==> src/rtl/dual_fetch_buffer.sv <==
`default_nettype none
// dual_fetch_buffer: 2-wide in / 2-wide out circular fetch buffer feeding a dual decoder. Rev 1.0
// Optional macro DUAL_FETCH_BYPASS_EN: zero-latency bypass of incoming fetch into empty output slots.
package dual_fetch_buffer_pkg;
  typedef logic [31:0] instruction_s;
endpackage

module dual_fetch_buffer
  import dual_fetch_buffer_pkg::*;
#(
  parameter int els_p      = 4,
  parameter int pc_width_p = 22
) (
  input  logic                           clk_i,
  input  logic                           reset_i,
  input  logic                           flush_i,
  input  logic         [1:0]             enq_v_i,
  input  instruction_s [1:0]             enq_instr_i,
  input  logic         [pc_width_p-1:0]  enq_pc_i,
  output logic                           enq_ready_o,
  output instruction_s [1:0]             instr_o,
  output logic [1:0]   [pc_width_p-1:0]  pc_o,
  output logic         [1:0]             instr_v_o,
  input  logic         [1:0]             deq_cnt_i,
  output logic [$clog2(els_p+1)-1:0]     count_o
);

  localparam int PTR_W = $clog2(els_p);
  localparam int CNT_W = $clog2(els_p + 1);

  logic [PTR_W-1:0]      rd_q, rd_d, wr_q, wr_d, rd1, wr1;
  logic [CNT_W-1:0]      count_q, count_d;
  logic [1:0]            n_enq;
  logic [1:0]            n_valid;
  instruction_s          mem_instr_q [els_p];
  logic [pc_width_p-1:0] mem_pc_q    [els_p];

  assign rd1         = rd_q + PTR_W'(1);
  assign wr1         = wr_q + PTR_W'(1);
  assign enq_ready_o = (count_q <= CNT_W'(els_p - 2));
  assign count_o     = count_q;

  always_comb begin
    n_enq = 2'd0;
    if (enq_ready_o && !flush_i && enq_v_i[0]) begin
      n_enq = enq_v_i[1] ? 2'd2 : 2'd1;
    end
  end

  always_comb begin
    rd_d    = rd_q;
    wr_d    = wr_q;
    count_d = count_q;
    if (flush_i) begin
      rd_d    = '0;
      wr_d    = '0;
      count_d = '0;
    end else begin
      wr_d    = wr_q + PTR_W'(n_enq);
      rd_d    = rd_q + PTR_W'(deq_cnt_i);
      count_d = count_q + CNT_W'(n_enq) - CNT_W'(deq_cnt_i);
    end
  end

  always_ff @(posedge clk_i) begin
    if (reset_i) begin
      rd_q    <= '0;
      wr_q    <= '0;
      count_q <= '0;
    end else begin
      rd_q    <= rd_d;
      wr_q    <= wr_d;
      count_q <= count_d;
    end
  end

  // Storage carries no reset; invalid slots are don't-care.
  always_ff @(posedge clk_i) begin
    if (!reset_i && n_enq != 2'd0) begin
      mem_instr_q[wr_q] <= enq_instr_i[0];
      mem_pc_q[wr_q]    <= enq_pc_i;
      if (n_enq == 2'd2) begin
        mem_instr_q[wr1] <= enq_instr_i[1];
        mem_pc_q[wr1]    <= enq_pc_i + pc_width_p'(1);
      end
    end
  end

  always_comb begin
    instr_o[0]   = mem_instr_q[rd_q];
    instr_o[1]   = mem_instr_q[rd1];
    pc_o[0]      = mem_pc_q[rd_q];
    pc_o[1]      = mem_pc_q[rd1];
    instr_v_o[0] = (count_q != '0);
    instr_v_o[1] = (count_q > CNT_W'(1));
`ifdef DUAL_FETCH_BYPASS_EN
    // Empty output slots show the incoming fetch; it is still written so a same-cycle dequeue stays consistent.
    if (count_q < CNT_W'(2) && enq_ready_o && !flush_i) begin
      if (count_q == '0) begin
        instr_o[0]   = enq_instr_i[0];
        pc_o[0]      = enq_pc_i;
        instr_v_o[0] = enq_v_i[0];
        instr_o[1]   = enq_instr_i[1];
        pc_o[1]      = enq_pc_i + pc_width_p'(1);
        instr_v_o[1] = enq_v_i[0] & enq_v_i[1];
      end else begin
        instr_o[1]   = enq_instr_i[0];
        pc_o[1]      = enq_pc_i;
        instr_v_o[1] = enq_v_i[0];
      end
    end
`endif
  end

  assign n_valid = {1'b0, instr_v_o[0]} + {1'b0, instr_v_o[1]};

  a_enq_v_legal: assert property (@(posedge clk_i) disable iff (reset_i) enq_v_i != 2'b10);
  a_deq_legal:   assert property (@(posedge clk_i) disable iff (reset_i) deq_cnt_i <= n_valid);

endmodule
`default_nettype wire

==> config.mk <==
export PLATFORM = sky130hd
export DESIGN_NAME = dual_fetch_buffer
export DESIGN_NICKNAME = d
export VERILOG_FILES = /design/src/rtl/dual_fetch_buffer.sv
export SDC_FILE = /design/constraint.sdc
export NUM_CORES = 1
export LEC_CHECK = 0
export ABC_AREA = 1
export BUFFER_PORTS_ARGS = -buffer_cell sky130_fd_sc_hd__buf_2
export CAP_MARGIN = 15
export CELL_PAD_IN_SITES_DETAIL_PLACEMENT = 1
export CELL_PAD_IN_SITES_GLOBAL_PLACEMENT = 1
export CORE_MARGIN = 5
export CORE_UTILIZATION = 47
export CTS_BUF_LIST = sky130_fd_sc_hd__clkbuf_8
export CTS_CLUSTER_SIZE = 25
export DETAILED_ROUTE_END_ITERATION = 10
export GPL_TIMING_DRIVEN = 0
export PLACE_DENSITY_LB_ADDON = 0.1
export SKIP_CTS_REPAIR_TIMING = 1
export SYNTH_ARGS = -nofsm -noshare
export SYNTH_HDL_FRONTEND = slang
export SYNTH_SLANG_ARGS = --single-unit
==> constraint.sdc <==
create_clock -name clk_i -period 9.5 [get_ports clk_i]
set_clock_uncertainty 0.05 [all_clocks]
set_input_delay 1.425 -clock clk_i [delete_from_list [all_inputs] [get_ports clk_i]]
set_output_delay 1.425 -clock clk_i [all_outputs]
set_load 0.02 [all_outputs]
==> metrics.txt <==
# TYPE chip_impl_metric gauge
chip_impl_info{name="status",value="finished, final reports clean"} 1
chip_impl_metric{name="async_reset_ff_share",unit="%"} 0
chip_impl_metric{name="hpwlAfterDp",unit="um"} 36500
chip_impl_metric{name="post_synth_num_cell_types",unit=""} 33
chip_impl_metric{name="placement_rows",unit=""} 61
chip_impl_info{name="yosys.area.top_type",value="sky130_fd_sc_hd__edfxtp_1"} 1
chip_impl_metric{name="synthAdderAreaFrac",unit="%"} 0.780
chip_impl_metric{name="die_extent_in_x",unit="um"} 177
chip_impl_info{name="critical_path_class",value="reg -> out"} 1
chip_impl_metric{name="worst_slew_margin_rel",unit="%"} 35.7
chip_impl_metric{name="syn_area_per_cell",unit="um^2"} 8.04
chip_impl_metric{name="tns",unit="ns"} 0
chip_impl_info{name="synthTopCellsByArea",value="sky130_fd_sc_hd__edfxtp_1 (49%), sky130_fd_sc_hd__nand2_1 (14%), sky130_fd_sc_hd__o21ai_0 (9.9%), sky130_fd_sc_hd__nor2_1 (5.2%), sky130_fd_sc_hd__inv_1 (2.6%)"} 1
chip_impl_metric{name="drcViolationCount",unit=""} 0
chip_impl_metric{name="initial_core_util",unit="%"} 47.5
chip_impl_info{name="critPathCaptureType",value="primary output"} 1
chip_impl_metric{name="coreArea",unit="mm^2"} 0.0277
chip_impl_metric{name="timing.final.crit_period",unit="ns"} 4.72
chip_impl_metric{name="route.final.wire_length",unit="um"} 52800
chip_impl_metric{name="post_layout_inst_area",unit="mm^2"} 0.0154
chip_impl_metric{name="cts.path.max_buffers",unit=""} 3
chip_impl_metric{name="global_route_wire_length_before_repair",unit="um"} 78200
chip_impl_metric{name="timing.final.max_slew_violations",unit=""} 0
chip_impl_info{name="cts-root-buf",value="sky130_fd_sc_hd__clkbuf_8"} 1
chip_impl_metric{name="power.leakage",unit="nW"} 6.73
chip_impl_metric{name="synth.ff_latch_count",unit=""} 223
chip_impl_info{name="yosys.cell_count.top_type",value="sky130_fd_sc_hd__nand2_1"} 1
chip_impl_metric{name="cts_htree_levels",unit=""} 2
chip_impl_info{name="synth_common_cells",value="sky130_fd_sc_hd__nand2_1 (491), sky130_fd_sc_hd__o21ai_0 (259), sky130_fd_sc_hd__edfxtp_1 (216)"} 1
chip_impl_metric{name="clock_latency_on_the_worst_skew_pair",unit="ns"} 0.54
chip_impl_metric{name="cts_inserted_buffers",unit=""} 40
chip_impl_metric{name="cts.sink_count",unit=""} 223
chip_impl_metric{name="cp.required",unit="ns"} 8.03
chip_impl_info{name="tritoncts",value="done"} 1
chip_impl_metric{name="synthDominantCellAreaShare",unit="%"} 49.3
chip_impl_metric{name="drv.max_cap_violation_count",unit=""} 0
chip_impl_metric{name="worst_slack",unit="ns"} 4.78
chip_impl_metric{name="post_cts_clock_slew_at_the_launch_and_capture_registers_of_the_worst_setup_and_hold_paths",unit="ns"} 0.06
chip_impl_metric{name="finish.net_count",unit=""} 1968
chip_impl_info{name="synthFlopType",value="sky130_fd_sc_hd__edfxtp_1"} 1
chip_impl_metric{name="layout.area.seq",unit="mm^2"} 0.00663
chip_impl_metric{name="synth_compound_gate_area_share",unit="%"} 18.7
chip_impl_metric{name="worst-slew-pin-transition",unit="ns"} 0.965
chip_impl_metric{name="final_min_period_over_clock_period",unit="%"} 49.7
chip_impl_info{name="worst_hold_path_type",value="reg -> reg"} 1
chip_impl_metric{name="top_level_ports",unit=""} 207
chip_impl_metric{name="fillers",unit=""} 3514
chip_impl_metric{name="synth_area",unit="mm^2"} 0.0132
chip_impl_metric{name="initial_antenna_violation_count",unit=""} 5
chip_impl_metric{name="drt-initial-drc-count",unit=""} 1315
chip_impl_metric{name="final_core_utilization",unit="%"} 55.5
chip_impl_metric{name="total_power",unit="mW"} 2.33
chip_impl_metric{name="cp.arrival",unit="ns"} 3.25
chip_impl_metric{name="design.die.area",unit="mm^2"} 0.0314
chip_impl_metric{name="proportion_of_layout_cells_with_a_drive_suffix_above_1",unit="%"} 16.2
chip_impl_metric{name="synthesis.nets",unit=""} 1735
chip_impl_metric{name="setup_viol",unit=""} 0
chip_impl_metric{name="total_routing_usage_reported_by_global_routing",unit="%"} 32.7
chip_impl_metric{name="multi_input_comb_area",unit="mm^2"} 0.00554
chip_impl_metric{name="synth-simple-area-share",unit="%"} 20.9
chip_impl_metric{name="post_drt_via_cell_ratio",unit=""} 5.89
chip_impl_info{name="cp_slowest_cell",value="sky130_fd_sc_hd__clkbuf_1"} 1
chip_impl_metric{name="detail_route.wl_per_cell",unit="um"} 23.2
chip_impl_metric{name="critical-path-max-stage-delay",unit="ns"} 0.72
chip_impl_metric{name="synthXorXnorAreaFrac",unit="%"} 1.47
chip_impl_info{name="start_kind",value="register"} 1
chip_impl_metric{name="gpl.final_weighted_congestion",unit=""} 0.913
chip_impl_metric{name="maximum_fanout_along_the_worst_path",unit=""} 10
chip_impl_info{name="worstPathCellList",value="buf_2 > clkbuf_1 > clkbuf_1 > a21oi_1 > o21ai_0 > buf_2"} 1
chip_impl_metric{name="grt_remaining_overflow",unit=""} 0
chip_impl_metric{name="synth_cells",unit=""} 1635
chip_impl_metric{name="io_buffer_count",unit=""} 188
chip_impl_metric{name="p_per_area",unit="mW/mm^2"} 152
chip_impl_metric{name="vias",unit=""} 13400
chip_impl_metric{name="floorplan.die.height",unit="um"} 177
chip_impl_metric{name="post-place-ws",unit="ns"} 5.38
chip_impl_metric{name="synth.yosys.warnings",unit=""} 0
chip_impl_metric{name="hold_viol_final",unit=""} 0
chip_impl_metric{name="grt_pass1_vias",unit=""} 14100
chip_impl_metric{name="antenna_left",unit=""} 0
chip_impl_info{name="rsz0062_at_grt",value="false"} 1
chip_impl_metric{name="drt-pass1-iter-count",unit=""} 5
chip_impl_metric{name="post_synth_edffs",unit=""} 216
chip_impl_metric{name="peakVddDrop",unit="mV"} 0.0911
chip_impl_metric{name="placed_cell_area",unit="mm^2"} 0.0147
chip_impl_metric{name="muxShareOfSynthArea",unit="%"} 0
chip_impl_metric{name="maximum_clock_frequency",unit="MHz"} 212
chip_impl_metric{name="largest_net_degree_at_the_start_of_global_routing",unit=""} 55
chip_impl_metric{name="seq_area_frac_synth",unit="%"} 50.4
chip_impl_info{name="synth_top_family_by_area",value="simple AND/OR/NAND/NOR gates"} 1
chip_impl_metric{name="areaGrowthSynthToFinish",unit="%"} 16.8
-- cell usage in the layout, fill, tap and decap left out, types with 3 or more instances in the layout --
| cell | instances |
|---|---|
| sky130_fd_sc_hd__nand2_1 | 487 |
| sky130_fd_sc_hd__o21ai_0 | 259 |
| sky130_fd_sc_hd__edfxtp_1 | 216 |
| sky130_fd_sc_hd__buf_2 | 200 |
| sky130_fd_sc_hd__nor2_1 | 182 |
| sky130_fd_sc_hd__inv_1 | 99 |
| sky130_fd_sc_hd__clkbuf_1 | 87 |
| sky130_fd_sc_hd__o21ai_1 | 65 |
| sky130_fd_sc_hd__a21oi_1 | 65 |
| sky130_fd_sc_hd__o22ai_1 | 54 |
| sky130_fd_sc_hd__clkbuf_8 | 42 |
| sky130_fd_sc_hd__buf_6 | 23 |
| sky130_fd_sc_hd__o21ai_2 | 20 |
| sky130_fd_sc_hd__xor2_1 | 17 |
| sky130_fd_sc_hd__nand3_1 | 14 |
| sky130_fd_sc_hd__clkinv_1 | 12 |
| sky130_fd_sc_hd__dfxtp_1 | 7 |
| sky130_fd_sc_hd__xnor2_1 | 5 |
| sky130_fd_sc_hd__ha_1 | 5 |
| sky130_fd_sc_hd__nand2_4 | 4 |
| sky130_fd_sc_hd__clkinv_2 | 4 |
| sky130_fd_sc_hd__diode_2 | 3 |
| sky130_fd_sc_hd__buf_16 | 3 |
-- metal layers --
layer  global-route usage [%]  vias to the layer above  part of all wire (%)
li1                         -                     5974                     -
met1                     39.8                     6527                    38
met2                     57.4                      735                    49
met3                     5.66                      140                   8.7
met4                     13.8                        4                   3.6
met5                        0                        -                 0.040
-- worst paths after layout --
kind	endpoint	slack (ns)	start	cells past startpoint
worst min-delay path	count_o[2]	0.54	count_o[2]	2
worst min register to register	count_o[2]	0.54	count_o[2]	2
worst max-delay path	instr_o[59]	4.78	rd_q[0]	6
worst max register to register	mem_instr_q[2][30]	6.75	count_o[2]	6
-- cell type report --
type                       count  area share (%)
sequential                   223            43.1
multi-input combinational   1193            36.1
timing repair buffer         191            6.66
buffer                       126            4.33
clock buffer                  42            3.76
tap                          378            3.08
inverter                      93            2.27
clock inverter                24           0.652
antenna                        3          0.0489
-- power by group --
group	total [mW]	leakage [nW]	internal (mW)	switching, mW
sequential	1.11	2.01	1.10	0.00971
clock	0.812	0.386	0.406	0.407
combinational	0.411	4.33	0.119	0.291
-- worst max-delay path, delay by kind of cell, from the launching register on --
kind,cells,cell delay (ns)
buffers and inverters,4,1.80
DFF,1,0.48
AOI/OAI and AO/OA,2,0.42
-- kinds of logic after synthesis --
| kind of cell | Yosys count |
|---|---|
| AOI/OAI and AO/OA | 463 |
| buffers and inverters | 219 |
| adders and majority gates | 7 |
| and+or+nand+nor | 701 |
| DFF | 223 |
| xor gates and xnor gates | 22 |
-- metrics by stage --
stage	hold slack (ns)	instances
2_1_floorplan	0.540	1635
6_report	0.543	2273
3_3_place_gp	0.487	2201
5_1_grt	0.558	2273
4_1_cts	0.545	2270
3_5_place_dp	0.529	2204
-- flip-flops by register name, indices dropped and copies added, names as in the netlist --
signal and cells:
wr_q 2, mem_instr_q 128, rd_q 2, mem_pc_q 88, count_o 3
(Power assumes the default switching activity.)
